--- config.mk ---
export PLATFORM = sky130hd
export DESIGN_NAME = dmem_arbiter_flat
export DESIGN_NICKNAME = d
export VERILOG_FILES = /design/src/rtl/dmem_arbiter_if.sv /design/src/rtl/dmem_arbiter.sv /design/src/flat_wrapper.sv
export SDC_FILE = /design/constraint.sdc
export NUM_CORES = 1
export LEC_CHECK = 0
export ABC_AREA = 1
export CAP_MARGIN = 20
export CORE_ASPECT_RATIO = 0.9
export CORE_MARGIN = 2
export CORE_UTILIZATION = 46
export DETAILED_ROUTE_END_ITERATION = 10
export GPL_TIMING_DRIVEN = 0
export PLACE_DENSITY = 0.88
export REMOVE_ABC_BUFFERS = 1
export SYNTH_ARGS = -nofsm -noshare
export SYNTH_HDL_FRONTEND = slang
export SYNTH_SLANG_ARGS = --single-unit
--- constraint.sdc ---
create_clock -name clk -period 2.4 [get_ports clk]
set_clock_uncertainty 0.1 [all_clocks]
set_input_delay 0.36 -clock clk [delete_from_list [all_inputs] [get_ports clk]]
set_output_delay 0.36 -clock clk [all_outputs]
set_load 0.005 [all_outputs]
--- src/rtl/dmem_arbiter_if.sv ---
// Two-requester data-memory bus: requester ports plus the memory side.
// The arbiter sits on the slave modport; requesters and memory drive master.
interface dmem_arbiter_if #(
    parameter int ADDR_W = 5,
    parameter int DATA_W = 8
);
    logic              req0;
    logic              req1;
    logic              we0;
    logic              we1;
    logic [ADDR_W-1:0] addr0;
    logic [ADDR_W-1:0] addr1;
    logic [DATA_W-1:0] wdata0;
    logic [DATA_W-1:0] wdata1;
    logic              ack0;
    logic              ack1;
    logic [DATA_W-1:0] rdata0;
    logic [DATA_W-1:0] rdata1;
    logic              busy;
    logic [ADDR_W-1:0] memAddress;
    logic [DATA_W-1:0] memWriteData;
    logic              memRead;
    logic              memWrite;
    logic [DATA_W-1:0] memReadData;

    modport master (
        output req0, req1,
        output we0, we1,
        output addr0, addr1,
        output wdata0, wdata1,
        output memReadData,
        input  ack0, ack1,
        input  rdata0, rdata1,
        input  busy,
        input  memAddress, memWriteData,
        input  memRead, memWrite
    );

    modport slave (
        input  req0, req1,
        input  we0, we1,
        input  addr0, addr1,
        input  wdata0, wdata1,
        input  memReadData,
        output ack0, ack1,
        output rdata0, rdata1,
        output busy,
        output memAddress, memWriteData,
        output memRead, memWrite
    );
endinterface

--- src/rtl/dmem_arbiter.sv ---
// Two-port data-memory arbiter: IDLE -> ACCESS -> COMPLETE per access.
// Define DMEM_ARB_ROUND_ROBIN_EN for round-robin contention, else port 0 wins.
module dmem_arbiter #(
    parameter int ADDR_W = 5,
    parameter int DATA_W = 8
) (
    input logic           clk,
    input logic           rst,
    dmem_arbiter_if.slave bus
);
    typedef enum logic [1:0] {
        IDLE,
        ACCESS,
        COMPLETE
    } state_t;

    state_t state;
    logic   op_we;
    logic   op_port;

    logic              any_req;
    logic              gnt;
    logic              sel_we;
    logic [ADDR_W-1:0] sel_addr;
    logic [DATA_W-1:0] sel_wdata;

    assign any_req = bus.req0 | bus.req1;

`ifdef DMEM_ARB_ROUND_ROBIN_EN
    logic last;

    always_comb begin
        gnt = ~bus.req0;
        if (bus.req0 && bus.req1) begin
            gnt = ~last;
        end
    end

    // Pointer follows every grant, contended or not.
    always_ff @(posedge clk or posedge rst) begin
        if (rst) begin
            last <= 1'b1;
        end else if (state == IDLE && any_req) begin
            last <= gnt;
        end
    end
`else
    always_comb begin
        gnt = ~bus.req0;
    end
`endif

    always_comb begin
        sel_we    = bus.we0;
        sel_addr  = bus.addr0;
        sel_wdata = bus.wdata0;
        if (gnt) begin
            sel_we    = bus.we1;
            sel_addr  = bus.addr1;
            sel_wdata = bus.wdata1;
        end
    end

    always_ff @(posedge clk or posedge rst) begin
        if (rst) begin
            state            <= IDLE;
            op_we            <= 1'b0;
            op_port          <= 1'b0;
            bus.memRead      <= 1'b0;
            bus.memWrite     <= 1'b0;
            bus.ack0         <= 1'b0;
            bus.ack1         <= 1'b0;
            bus.busy         <= 1'b0;
            bus.memAddress   <= '0;
            bus.memWriteData <= '0;
            bus.rdata0       <= '0;
            bus.rdata1       <= '0;
        end else begin
            unique case (state)
                IDLE: begin
                    if (any_req) begin
                        op_we            <= sel_we;
                        op_port          <= gnt;
                        bus.memAddress   <= sel_addr;
                        bus.memWriteData <= sel_wdata;
                        bus.memRead      <= ~sel_we;
                        bus.memWrite     <= sel_we;
                        bus.busy         <= 1'b1;
                        state            <= ACCESS;
                    end
                end
                ACCESS: begin
                    // Memory answers during the strobe cycle.
                    bus.memRead  <= 1'b0;
                    bus.memWrite <= 1'b0;
                    bus.ack0     <= ~op_port;
                    bus.ack1     <= op_port;
                    if (!op_we) begin
                        if (op_port) begin
                            bus.rdata1 <= bus.memReadData;
                        end else begin
                            bus.rdata0 <= bus.memReadData;
                        end
                    end
                    state <= COMPLETE;
                end
                COMPLETE: begin
                    bus.ack0 <= 1'b0;
                    bus.ack1 <= 1'b0;
                    bus.busy <= 1'b0;
                    state    <= IDLE;
                end
                default: begin
                    state <= IDLE;
                end
            endcase
        end
    end
endmodule

--- src/flat_wrapper.sv ---
// flat-port wrapper written by rule: the top's interface ports become plain ports
module dmem_arbiter_flat 
#(
    parameter int ADDR_W = 5,
    parameter int DATA_W = 8
)
  (clk, rst, bus_req0, bus_req1, bus_we0, bus_we1, bus_addr0, bus_addr1, bus_wdata0, bus_wdata1, bus_memReadData, bus_ack0, bus_ack1, bus_rdata0, bus_rdata1, bus_busy, bus_memAddress, bus_memWriteData, bus_memRead, bus_memWrite);
  dmem_arbiter_if #(.ADDR_W(ADDR_W), .DATA_W(DATA_W)) bus_i ();
  input logic clk;
  input logic rst;
  input wire logic [$bits(bus_i.req0)-1:0] bus_req0;
  input wire logic [$bits(bus_i.req1)-1:0] bus_req1;
  input wire logic [$bits(bus_i.we0)-1:0] bus_we0;
  input wire logic [$bits(bus_i.we1)-1:0] bus_we1;
  input wire logic [$bits(bus_i.addr0)-1:0] bus_addr0;
  input wire logic [$bits(bus_i.addr1)-1:0] bus_addr1;
  input wire logic [$bits(bus_i.wdata0)-1:0] bus_wdata0;
  input wire logic [$bits(bus_i.wdata1)-1:0] bus_wdata1;
  input wire logic [$bits(bus_i.memReadData)-1:0] bus_memReadData;
  output wire logic [$bits(bus_i.ack0)-1:0] bus_ack0;
  output wire logic [$bits(bus_i.ack1)-1:0] bus_ack1;
  output wire logic [$bits(bus_i.rdata0)-1:0] bus_rdata0;
  output wire logic [$bits(bus_i.rdata1)-1:0] bus_rdata1;
  output wire logic [$bits(bus_i.busy)-1:0] bus_busy;
  output wire logic [$bits(bus_i.memAddress)-1:0] bus_memAddress;
  output wire logic [$bits(bus_i.memWriteData)-1:0] bus_memWriteData;
  output wire logic [$bits(bus_i.memRead)-1:0] bus_memRead;
  output wire logic [$bits(bus_i.memWrite)-1:0] bus_memWrite;
  assign bus_i.req0 = bus_req0;
  assign bus_i.req1 = bus_req1;
  assign bus_i.we0 = bus_we0;
  assign bus_i.we1 = bus_we1;
  assign bus_i.addr0 = bus_addr0;
  assign bus_i.addr1 = bus_addr1;
  assign bus_i.wdata0 = bus_wdata0;
  assign bus_i.wdata1 = bus_wdata1;
  assign bus_i.memReadData = bus_memReadData;
  assign bus_ack0 = bus_i.ack0;
  assign bus_ack1 = bus_i.ack1;
  assign bus_rdata0 = bus_i.rdata0;
  assign bus_rdata1 = bus_i.rdata1;
  assign bus_busy = bus_i.busy;
  assign bus_memAddress = bus_i.memAddress;
  assign bus_memWriteData = bus_i.memWriteData;
  assign bus_memRead = bus_i.memRead;
  assign bus_memWrite = bus_i.memWrite;
  dmem_arbiter #(.ADDR_W(ADDR_W), .DATA_W(DATA_W)) u_core (.clk(clk), .rst(rst), .bus(bus_i));
endmodule
# --- After elaboration in Yosys (flattened, before gate mapping) ---
# Index checks and enable logic that the tools add are counted.
totals:
  ff_bits: 38
  input_bits: 40
  wordCells: 42
classes:
  n_reduce_logical: 9
  n_eq_ne: 3
  bitwise: 5
  n_mux: 13
ops:
  columns: ["cell", "n"]
  rows:
  - ["$pmux W1 S2", 5]
  - ["$mux W8", 1]
  - ["$reduce_and A2 Y1", 3]
  - ["$reduce_and A3 Y1", 2]
  - ["$reduce_bool A2 Y1", 3]
  - ["$mux W5", 1]
  - ["$mux W1", 4]
  - ["$not A1 Y1", 4]
  - ["$pmux W2 S2", 1]
  - ["$eq A2 B1 Y1 const B", 1]
  - ["$eq A2 B2 Y1 const B", 1]
  - ["$logic_not A2 Y1", 1]
  - ["$mux W2", 1]
  - ["$ne A2 B1 Y1 const B", 1]
  - ["$or A1 B1 Y1", 1]

# --- Longest topological paths before layout ---
depth:
  ltp_word: 4
  mapped_depth: 7
  depth_no_buf: 7

# --- Least setup slack after synthesis ---
# Ideal clock, no wire load.
synth_path:
  kind: "flip-flop to flip-flop"
  start: "register u_core.state[0]"
  end: "register u_core.bus.memAddress[0]"
  stages_incl_launch_ff: 8
  slack_ns: 1.039
  period_less_slack_ns: 1.361
  arrival_time_ns: 1.196
  setup_ns: 0.065
  path_cell_list: "dfrtp_1 -> inv_1 -> ha_1 -> inv_2 -> nor2_4 -> buf_6 -> nand2_1 -> nand2_1"
synth_via:
  elab_chain_len: 2
synth_lines:
  columns: ["element", "line", "rtl"]
  rows:
  - ["start, declared", "dmem_arbiter.sv:17", "state_t state;"]
  - ["start signal, assigned", "dmem_arbiter.sv:66", "state <= IDLE;"]
  - ["start signal, assigned", "dmem_arbiter.sv:89", "state <= ACCESS;"]
  - ["start signal, assigned", "dmem_arbiter.sv:105", "state <= COMPLETE;"]
  - ["$logic_not A2 Y1", "dmem_arbiter.sv:79", "unique case (state)"]
  - ["$reduce_and A2 Y1 (no line)", null, null]
  - ["end signal, assigned", "dmem_arbiter.sv:84", "bus.memAddress <= sel_addr;"]
  - ["end, declared", "dmem_arbiter_if.sv:48", "output memAddress, memWriteData,"]
# No other way between the ends.
# A chain may end at the register's enable or synchronous reset.

# --- Worst setup path in the final report ---
layout_path:
  start: "input port bus_req0"
  end: "register u_core.op_we"
layout_via:
  elab_chain_len: 2
layout_lines:
  columns: ["element", "line", "rtl"]
  rows:
  - ["start, declared", "flat_wrapper.sv:11", "input wire logic [$bits(bus_i.req0)-1:0] bus_req0;"]
  - ["$or A1 B1 Y1", "dmem_arbiter.sv:27", "assign any_req = bus.req0 | bus.req1;"]
  - ["$reduce_and A2 Y1 (no line)", null, null]
  - ["end signal, assigned", "dmem_arbiter.sv:82", "op_we <= sel_we;"]
  - ["end, declared", "dmem_arbiter.sv:18", "logic op_we;"]
# Parallel ways exist; a longest one is shown, timed or not.

==> flow_metrics.env <==
export IMPL_outcome="completed"
export IMPL_r2r_start="u_core.state[0]"
export IMPL_post_cts_resized=0
export IMPL_cp_top_family="buffers and inverters"
export IMPL_r2r_slack_ps=810
export IMPL_yosys_warnings=0
export IMPL_track_usage_pct=20.3
export IMPL_numCtsBuffers=5
export IMPL_hpwl_mm=2.88
export IMPL_switching_power_mw=1.00
export IMPL_antenna_found_initial=0
export IMPL_grt_first_pass_wirelength_mm=7.09
export IMPL_post_cts_setup_buffer_count=0
export IMPL_met2_length_mm=1.91
export IMPL_arrival_ps=1970
export IMPL_cts_tree="built"
export IMPL_whs_ps=379
export IMPL_clock_latency_ps=280
export IMPL_clock_fmax_mhz=523
export IMPL_hold_class="register to register"
export IMPL_cp_start_kind="input port"
export IMPL_grt_max_degree=21
export IMPL_critPathKind="input port to register"
export IMPL_crit_top_cell="nand2_1"
export IMPL_ys_ff_latch=38
export IMPL_reg2reg_to="u_core.bus.memWrite"
export IMPL_first_global_vias=1610
export IMPL_design_die_area_um2=4390
export IMPL_tns_ps=0
export IMPL_clk_pin_slew_worst_paths_ps=70
export IMPL_yosysTopAreaCell="dfrtp_1"
export IMPL_hold_viol_final=0
export IMPL_rr_worst_depth=6
export IMPL_utilization_pct=70.8
export IMPL_crit_fanout=19
export IMPL_setup_viol=0
export IMPL_viasPerCell=4.70
export IMPL_intPower_mw=1.94
export IMPL_p_leak_nw=1.32
export IMPL_syn_area_um2=1780
export IMPL_hp_start="u_core.bus.busy"
export IMPL_ys_flop_type="dfrtp_1"
export IMPL_initial_core_util_pct=48.1
export IMPL_finalMaxSlewViolations=0
export IMPL_crit_path_max_incr_delay_ps=970
export IMPL_ys_seq_area_share_pct=53.4
export IMPL_antenna_cells=0
export IMPL_synth_edff_count=0
export IMPL_peakVddDrop_mv=0.555
export IMPL_fp_coreArea_um2=3700
export IMPL_routed_wl_mm=3.85
export IMPL_wire_per_inst_um=11.3
export IMPL_finalPower_mw=2.94
export IMPL_finalCriticalPeriod_ps=1910
export IMPL_cts_hold_buf=0
export IMPL_hold_end="u_core.bus.busy"
export IMPL_crit_buf_inv=2
export IMPL_postRouteAntennaNets=0
export IMPL_fp_dieH_um=63.0
export IMPL_slowest_stage="clkdlybuf4s50_1"
export IMPL_pwr_share_seq_pct=38.1
export IMPL_met1_length_mm=1.63
export IMPL_overflow=0
export IMPL_drc_errors=0
export IMPL_cap_violations=0
export IMPL_critPathRequiredTime_ps=2460
export IMPL_dp_slack_ps=167
export IMPL_period_share_pct=79.6
export IMPL_clock_power_share_pct=15.0
export IMPL_syn2layout_area_growth_pct=47.3
export IMPL_p_comb_share_pct=46.9
export IMPL_yosysMostFrequentCell="nand2_1"
export IMPL_drt_pre_antenna_iters=4
export IMPL_syn_avg_cell_area_um2=8.17
export IMPL_synth_area_top_cells="dfrtp_1 53%, nand2_1 24%, o21ai_1 4.5%"
export IMPL_drive_gt1_share_pct=5.12
export IMPL_via_count=1594
export IMPL_nNetsFinal=337
export IMPL_end_kind="register"
export IMPL_top_layer="met4"
export IMPL_rsz0062_at_grt="no"
export IMPL_io_buffers=73
export IMPL_row_count=21
export IMPL_async_flop_share_pct=100
export IMPL_setup_ws_ps=488
export IMPL_wl_met3_um=267
export IMPL_globalplace_congestion=0.749
export IMPL_synthCells=218
export IMPL_sw_frac_of_total_pct=34.1
export IMPL_holdPathStages=2
export IMPL_ios=74
export IMPL_worst_pin_slew_ps=825
export IMPL_die_w_um=69.6
export IMPL_powerDensity_nw_per_um2=1120
export IMPL_path_cells="clkdlybuf4s50_1 -> inv_2 -> nand2_1 -> nand2_1 -> nand2_1 -> o21ai_0"
export IMPL_yosys_cell_types_count=17
export IMPL_cts_sinks=38
export IMPL_drt_initial_drc_count=63
export IMPL_htreeDepth=2
export IMPL_netlist_area_leader_share_pct=53.4
export IMPL_cts_root_buf="clkbuf_8"
export IMPL_relSlewSlack_pct=44.9
export IMPL_clockBufferDepth=2
export IMPL_synth_top_cells_by_count="113 x nand2_1, 38 x dfrtp_1, 19 x inv_1"
-- logic make-up (layout without fill, tap and decap cells) --
family / count (synthesis) / after routing / synth area share, %
AND/OR/NAND/NOR: 124 / 124 / 27.9
flip-flops: 38 / 38 / 53.4
buffers and inverters: 28 / 103 / 8.08
AO/OA/AOI/OAI: 23 / 23 / 7.16
adder cells (fa/ha/maj): 5 / 5 / 3.51
-- layer usage --
metal / track usage, % / vias to the layer above
li1: - / 817
met1: 24.1 / 725
met2: 34.9 / 48
met3: 6.77 / 4
met4: 6.62 / 0
met5: 0 / -
-- sequential cells by signal (all words and copies together) (netlist names) --
| name | cells |
|---|---|
| u_core.bus.ack0 | 1 |
| u_core.bus.memWrite | 1 |
| u_core.state | 2 |
| u_core.bus.memWriteData | 8 |
| u_core.op_port | 1 |
| u_core.bus.memAddress | 5 |
| u_core.op_we | 1 |
| u_core.bus.rdata0 | 8 |
| u_core.bus.rdata1 | 8 |
| u_core.bus.ack1 | 1 |
| u_core.bus.busy | 1 |
| u_core.bus.memRead | 1 |
-- through the flow --
stage	instance area, um^2	instances
finish	2620	339
global placement	2500	330
detailed placement	2530	331
floorplan	1720	211
CTS	2620	339
global route	2620	339
-- cells in the final DEF, fill, tap and decap left out, drive strengths merged --
cell / instances
buf: 1
clkbuf: 7
clkdlybuf4s50: 73
clkinv: 1
dfrtp: 38
ha: 5
inv: 21
nand2: 114
nand3: 7
nor2: 3
o21ai: 22
o22ai: 1
-- how the worst max path moves through the flow --
stage	from	to	slack, ps	cells after the start
floorplan	u_core.state[0]	u_core.op_we	1020	5
global placement	bus_req0	u_core.op_we	180	6
detailed placement	bus_req0	u_core.op_we	170	6
finish	bus_req0	u_core.op_we	490	6
CTS	bus_req0	u_core.op_we	470	6
global route	bus_req0	u_core.op_we	300	6
-- final cells by class --
cell class	instances	area (um^2)
fill	289	1080
clock buffer	7	86.3
clock inverter	1	5.00
tap	46	57.6
sequential	38	951
timing repair buffer	74	758
multi-input combinational	152	687
inverter	21	78.8
-- power groups by stage --
| stage | clock network, mW | registers [mW] | logic, mW |
|---|---|---|---|
| 6_report | 0.440 | 1.12 | 1.38 |
| 5_1_grt | 0.484 | 1.17 | 1.55 |
| 4_1_cts | 0.454 | 1.12 | 1.40 |
| 3_5_place_dp | 0 | 1.13 | 1.40 |
| 3_3_place_gp | 0 | 1.12 | 1.34 |
| 2_1_floorplan | 0 | 1.14 | 0.600 |
-- tightest hold or removal path: stages (launching register included) --
cell	delay, ps
dfrtp_1	350
nand2_1	60
nand2_1	50
No activity file was read; power rests on OpenSTA's default activity.
